$ cat src/rtl/mux2to1_arbiter.sv
// Two-requester packet arbiter that drives a shared 2:1 mux. Grants last until
// end of packet, MAX_BURST beats, or the owner withdraws; the priority flips after each grant.
module mux2to1_arbiter #(
  parameter int WIDTH     = 8,
  parameter int MAX_BURST = 4
) (
  input  logic             clk,
  input  logic             rst,
  input  logic             req_a,
  input  logic [WIDTH-1:0] data_a,
  input  logic             last_a,
  output logic             gnt_a,
  input  logic             req_b,
  input  logic [WIDTH-1:0] data_b,
  input  logic             last_b,
  output logic             gnt_b,
  input  logic             out_ready,
  output logic             out_valid,
  output logic [WIDTH-1:0] out_data,
  output logic             out_sel
);

  localparam int BW = (MAX_BURST > 1) ? $clog2(MAX_BURST) : 1;
  localparam logic [BW-1:0] BCNT_MAX = BW'(MAX_BURST - 1);

  typedef enum logic [1:0] {IDLE, GRANT_A, GRANT_B} state_t;

  state_t          state, state_nxt;
  logic            prio, prio_nxt;
  logic [BW-1:0]   bcnt, bcnt_nxt;

  // Requesters packed so the granted side is one index away.
  logic [1:0]            req, last;
  logic [1:0][WIDTH-1:0] data;
  logic                  side, granted, accept, release_g;

  assign req  = {req_b, req_a};
  assign last = {last_b, last_a};
  assign data = {data_b, data_a};

  always_ff @(posedge clk or posedge rst) begin
    if (rst) begin
      state <= IDLE;
      prio  <= 1'b0;
      bcnt  <= '0;
    end else begin
      state <= state_nxt;
      prio  <= prio_nxt;
      bcnt  <= bcnt_nxt;
    end
  end

  always_comb begin
    state_nxt = state;
    prio_nxt  = prio;
    bcnt_nxt  = bcnt;
    case (state)
      IDLE: begin
        if (req_a && req_b)  state_nxt = prio ? GRANT_B : GRANT_A;
        else if (req_a)      state_nxt = GRANT_A;
        else if (req_b)      state_nxt = GRANT_B;
      end
      GRANT_A, GRANT_B: begin
        if (release_g) begin
          // Hand straight over to the other side when it is waiting.
          if (req[~side]) state_nxt = side ? GRANT_A : GRANT_B;
          else            state_nxt = IDLE;
          prio_nxt = ~side;
          bcnt_nxt = '0;
        end else if (accept) begin
          bcnt_nxt = bcnt + 1'b1;
        end
      end
      default: state_nxt = IDLE;
    endcase
  end

  always_comb begin
    granted   = (state == GRANT_A) || (state == GRANT_B);
    side      = (state == GRANT_B);
    gnt_a     = (state == GRANT_A);
    gnt_b     = (state == GRANT_B);
    out_sel   = side;
    out_valid = granted & req[side];
    out_data  = granted ? data[side] : '0;
    accept    = out_valid & out_ready;
    release_g = granted & (~req[side] | (accept & (last[side] | (bcnt == BCNT_MAX))));
  end

endmodule

$ cat config.mk
export PLATFORM = sky130hd
export DESIGN_NAME = mux2to1_arbiter
export DESIGN_NICKNAME = d
export VERILOG_FILES = /design/src/rtl/mux2to1_arbiter.sv
export SDC_FILE = /design/constraint.sdc
export NUM_CORES = 1
export LEC_CHECK = 0
export ABC_AREA = 0
export BUFFER_PORTS_ARGS = -buffer_cell sky130_fd_sc_hd__buf_2
export CORE_UTILIZATION = 25
export CTS_BUF_LIST = sky130_fd_sc_hd__clkbuf_8
export CTS_CLUSTER_DIAMETER = 50
export DETAILED_ROUTE_END_ITERATION = 12
export GPL_TIMING_DRIVEN = 0
export PLACE_DENSITY = 0.58
export SKIP_CTS_REPAIR_TIMING = 1
export SLEW_MARGIN = 20
export SYNTH_ARGS = -nofsm -noshare
export SYNTH_HDL_FRONTEND = slang
export SYNTH_SLANG_ARGS = --single-unit
$ cat constraint.sdc
create_clock -name clk -period 5.55 [get_ports clk]
set_clock_uncertainty 0.2 [all_clocks]
set_input_delay 0.2775 -clock clk [delete_from_list [all_inputs] [get_ports clk]]
set_output_delay 0.2775 -clock clk [all_outputs]
set_load 0.005 [all_outputs]
==> results of run 1 <==
==> final cells by class <==
class                      instances  area [um2]
sequential                         5         125
multi-input combinational         48         413
clock buffer                       3        41.3
fill                             225        1350
tap                               28        35.0
clock inverter                     1        3.75
inverter                           6        22.5
buffer                             3        18.8
timing repair buffer              35         180
==> flip-flops by register name, indices dropped and copies added (netlist names) <==
signal	count
bcnt	2
state	2
prio	1
==> how the worst max path moves through the flow <==
stage,start,endpoint,slack (ns),cells after the start
6_report,state[0]$_DFFE_PP0P_,state[1]$_DFFE_PP0P_,3.43,6
3_5_place_dp,state[0]$_DFFE_PP0P_,state[1]$_DFFE_PP0P_,3.42,6
5_1_grt,state[0]$_DFFE_PP0P_,out_data[4],3.27,5
2_1_floorplan,state[0]$_DFFE_PP0P_,state[0]$_DFFE_PP0P_,3.54,6
3_3_place_gp,state[0]$_DFFE_PP0P_,state[0]$_DFFE_PP0P_,3.45,6
4_1_cts,state[0]$_DFFE_PP0P_,state[1]$_DFFE_PP0P_,3.41,6
==> worst max-delay path: stages (launching register included) <==
cell,delay (ns)
dfrtp_1,0.40
inv_1,0.11
ha_1,0.24
mux2_4,0.33
and2_4,0.18
a22oi_4,0.20
mux2_1,0.33
==> layer usage <==
metal	wire, um	global-route usage, %	vias to the layer above
li1	-	-	284
met3	76	6.36	0
met4	0	1.43	0
met2	588	15.3	11
met5	0	0	-
met1	550	11.6	260
==> where the power goes <==
| group | internal [mW] | switching (mW) |
|---|---|---|
| combinational | 0.155 | 0.127 |
| clock | 0.0474 | 0.0180 |
| sequential | 0.0523 | 0.0125 |
==> through the flow <==
| stage | util (%) | setup slack, ns |
|---|---|---|
| after floorplan | - | 3.54 |
| after global placement | 35.8 | 3.45 |
| after detailed placement | 35.8 | 3.42 |
| after CTS | 37.9 | 3.41 |
| after global routing | 38.3 | 3.27 |
| final | 38.3 | 3.43 |
==> kinds of logic after synthesis <==
logic type / Yosys count / synth area share [%]
simple gates: 18 / 18.1
mux: 13 / 24.6
compound gates: 11 / 15.6
buf+inv: 9 / 7.13
fa+ha+maj: 6 / 13.0
flops: 5 / 21.6
==> cells in the final DEF (no fill, tap or decap), types with 2 or more instances in the layout <==
cell	Yosys	layout
a21bo_2	2	2
a21oi_1	2	2
buf_2	0	34
buf_4	2	2
clkbuf_8	0	3
dfrtp_1	5	5
ha_1	6	6
inv_1	6	7
mux2_1	2	2
mux2_4	2	2
mux2i_1	9	9
nand2_1	3	3
nand3_1	2	2
nor2b_1	9	9
o21ai_0	3	3
==> metrics.csv, run 1 <==
metric,value,unit
status,finished clean,
cts-root-buf,clkbuf_8,
ir_worst_vdd,0.170,mV
initial_utilization,26.4,%
critPathRequiredTime,5.45,ns
stdcell_count,129,
dpl.cell_count,124,
finalMaxSlewViolations,0,
grt_max_degree,11,
synth_common_cells,"9 x mux2i_1, 9 x nor2b_1, 6 x ha_1, 6 x inv_1, 5 x dfrtp_1",
grt_pass1_wl,1830,um
routed_wirelength,1220,um
worstHoldEndpoint,bcnt[1]$_DFFE_PP0P_,
period_needed,2.12,ns
period_share,38.2,%
setup_tns,0,ns
synthCells,62,
dieArea,2510,um2
synth_seq_area_share,21.6,%
slew_headroom,79.6,%
syn_to_final_growth,44.9,%
layout-drive-gt1-share,46.5,%
drc_errors,0,
grt_use_total,9.91,%
drt.antenna.violating_nets,0,
start_kind,register,
synth_edf_count,0,
clockBufferDepth,2,
path_max_fanout,4,
rr_startpoint,state[0]$_DFFE_PP0P_,
place_hpwl,1020,um
grt_antenna_before_repair,0,
path_clk_slew,0.04,ns
io_pins,35,
end_kind,register,
routedWlPerCell,9.42,um
rsz0062_at_grt,false,
clk_latency,0.22,ns
synth_area_per_cell,9.34,um2
min_from,out_ready,
worstPathArrival,2.02,ns
fin_area,840,um2
tightest_slew,0.307,ns
vias_per_cell,4.30,
final_nets,131,
hold_viol,0,
synth_warnings,0,
grt.overflow.total,0,
min_delay_path_depth,3,
synthFlopType,dfrtp_1,
hold_class,in -> reg,
syn-num-nets,91,
placed_area,785,um2
power,0.412,mW
grt_pass1_vias,425,
insertedDiodeCount,0,
cts.sinks,5,
synth_top_cell_area_share,21.6,%
finalSetupViolCount,0,
tritoncts,yes,
power.density,491,nW/um2
drt_iter0_drc,8,
synthesis.area,579,um2
synthArstFlopShare,100,%
port_buffers,34,
yosys-top-cells-area,"dfrtp_1 22%, mux2i_1 16%, ha_1 13%",
reg2reg_depth,6,
timing.fmax,472,MHz
p_leak,0.473,nW
cts_buffers,3,
firstDrtPassIters,4,
yosysUniqueCellTypes,22,
num_rows,17,
gp_congestion,0.666,
coreArea,2190,um2
htreeDepth,1,
die_h,50.1,um
regToRegEndpoint,state[1]$_DFFE_PP0P_,
vias,555,
rrSetupSlack,3.43,ns
critPathKind,reg -> reg,
maxCapViolCount,0,
yosys_register_bits,5,
die_x,50.1,um
holdWs,0.175,ns
synth_top_area_cell,dfrtp_1,
(Power assumes the default switching activity.)
==> inputs of run 2 (changes only) <==
Settings changed: PLACE_DENSITY 0.58 to 0.6.
Clock period 5.55 ns to 1.75 ns, I/O delays scaled along.
==> run 2 against run 1 <==
Global-route usage rose by 1.8 points. Register-to-register slack got worse by 3.7 ns. Cell area increased by 17%. Sequential share of layout area fell by 2.0 points. Routed wire length increased by 20%. First-iteration DRC count decreased by 38%. Non-clock buffer count rose by 6. Via count grew 2.5%. Total power grew to 4.0 times the previous value. Clock-buffer cell count unchanged. Cell count rose by 4.7%. Sequential power increased to 3.5 times the previous value. The run now ends with negative setup slack left.
==> metrics.csv, run 2 (synthesized netlist as in run 1, its figures left out) <==
metric,value,unit
ir_worst_vdd,0.633,mV
grt_pass1_wl,2210,um
clk_latency,0.22,ns
die_h,50.1,um
htreeDepth,1,
routed_wirelength,1450,um
power.density,1680,nW/um2
num_rows,17,
grt_pass1_vias,515,
path_max_fanout,4,
dieArea,2510,um2
finalSetupViolCount,12,
coreArea,2190,um2
cts-root-buf,clkbuf_8,
status,finished with violations,
setup_tns,-0.712,ns
place_hpwl,1050,um
timing.fmax,500,MHz
hold_class,in -> async,
cts.sinks,5,
start_kind,register,
layout-drive-gt1-share,60.7,%
rsz0062_at_grt,true,
vias,569,
rrSetupSlack,-0.25,ns
grt_use_total,11.7,%
grt.overflow.total,0,
tightest_slew,0.196,ns
critPathRequiredTime,1.65,ns
final_nets,137,
grt_max_degree,11,
rr_startpoint,state[0]$_DFFE_PP0P_,
gp_congestion,0.657,
clockBufferDepth,2,
violations,negative setup slack,
worst_slack,-0.249,ns
reg2reg_depth,6,
grt_antenna_before_repair,0,
maxCapViolCount,0,
tritoncts,yes,
p_leak,0.526,nW
worstPathArrival,1.90,ns
regToRegEndpoint,state[0]$_DFFE_PP0P_,
placed_area,815,um2
io_pins,35,
finalMaxSlewViolations,0,
syn_to_final_growth,70.2,%
cts_buffers,3,
die_x,50.1,um
port_buffers,34,
period_share,114,%
routedWlPerCell,10.8,um
final_common_cell,buf_2,
reg.largest.list,"bcnt x2, state x2, prio x1",
insertedDiodeCount,0,
slew_headroom,86.9,%
period_needed,2.00,ns
drt_iter0_drc,5,
initial_utilization,26.4,%
path_clk_slew,0.03,ns
hold_viol,0,
fillers,221,
drt.antenna.violating_nets,0,
critPathKind,reg -> reg,
fin_area,986,um2
drc_errors,0,
vias_per_cell,4.21,
final_cell_mix,"34 x buf_2, 9 x nor2b_1, 9 x mux2i_1",
end_kind,register,
dp_slack,-0.250,ns
holdWs,0.107,ns
firstDrtPassIters,3,
[run 2: final cells by class]
type	instances	area, um2	area share [%]
clock inverters	1	3.75	0.381
inverters	6	25.0	2.54
plain buffers	3	38.8	3.93
flip-flops and latches	5	128	12.9
clock buffers	3	41.3	4.19
repair buffers	41	228	23.1
well taps	28	35.0	3.55
multi-input cells	48	487	49.4
[run 2: layer usage]
layer  routed length, um  GRT usage (%)
met1                 638           14.7
met5                   0              0
met2                 739           17.6
met3                  61           4.85
met4                  13           4.29
[run 2: power by group]
group | switching (mW) | internal [mW]
clock | 0.0569 | 0.150
sequential | 0.0568 | 0.170
combinational | 0.491 | 0.734
total | 0.605 | 1.05
[run 2: worst max-delay path by stage]
stage / to / depth (start not counted) / slack [ns] / startpoint
2_1_floorplan: state[0]$_DFFE_PP0P_ / 6 / -0.15 / state[0]$_DFFE_PP0P_
3_3_place_gp: state[1]$_DFFE_PP0P_ / 6 / -0.22 / state[0]$_DFFE_PP0P_
3_5_place_dp: state[0]$_DFFE_PP0P_ / 6 / -0.25 / state[0]$_DFFE_PP0P_
4_1_cts: state[0]$_DFFE_PP0P_ / 6 / -0.25 / state[0]$_DFFE_PP0P_
5_1_grt: state[0]$_DFFE_PP0P_ / 6 / -0.30 / state[0]$_DFFE_PP0P_
6_report: state[0]$_DFFE_PP0P_ / 6 / -0.25 / state[0]$_DFFE_PP0P_
[run 2: stage by stage]
| step | utilization (%) | instances | total power [mW] |
|---|---|---|---|
| 2_1_floorplan | - | 62 | 0.916 |
| 3_3_place_gp | 37.2 | 124 | 1.17 |
| 3_5_place_dp | 37.2 | 124 | 1.18 |
| 4_1_cts | 39.2 | 128 | 1.40 |
| 5_1_grt | 45.0 | 135 | 1.80 |
| 6_report | 45.0 | 135 | 1.66 |
[run 2: critical path: stages, from the launching register on]
cell,delay (ns)
dfrtp_2,0.43
inv_4,0.09
ha_4,0.15
mux2_4,0.30
and2_4,0.15
a22oi_4,0.22
mux2_4,0.32
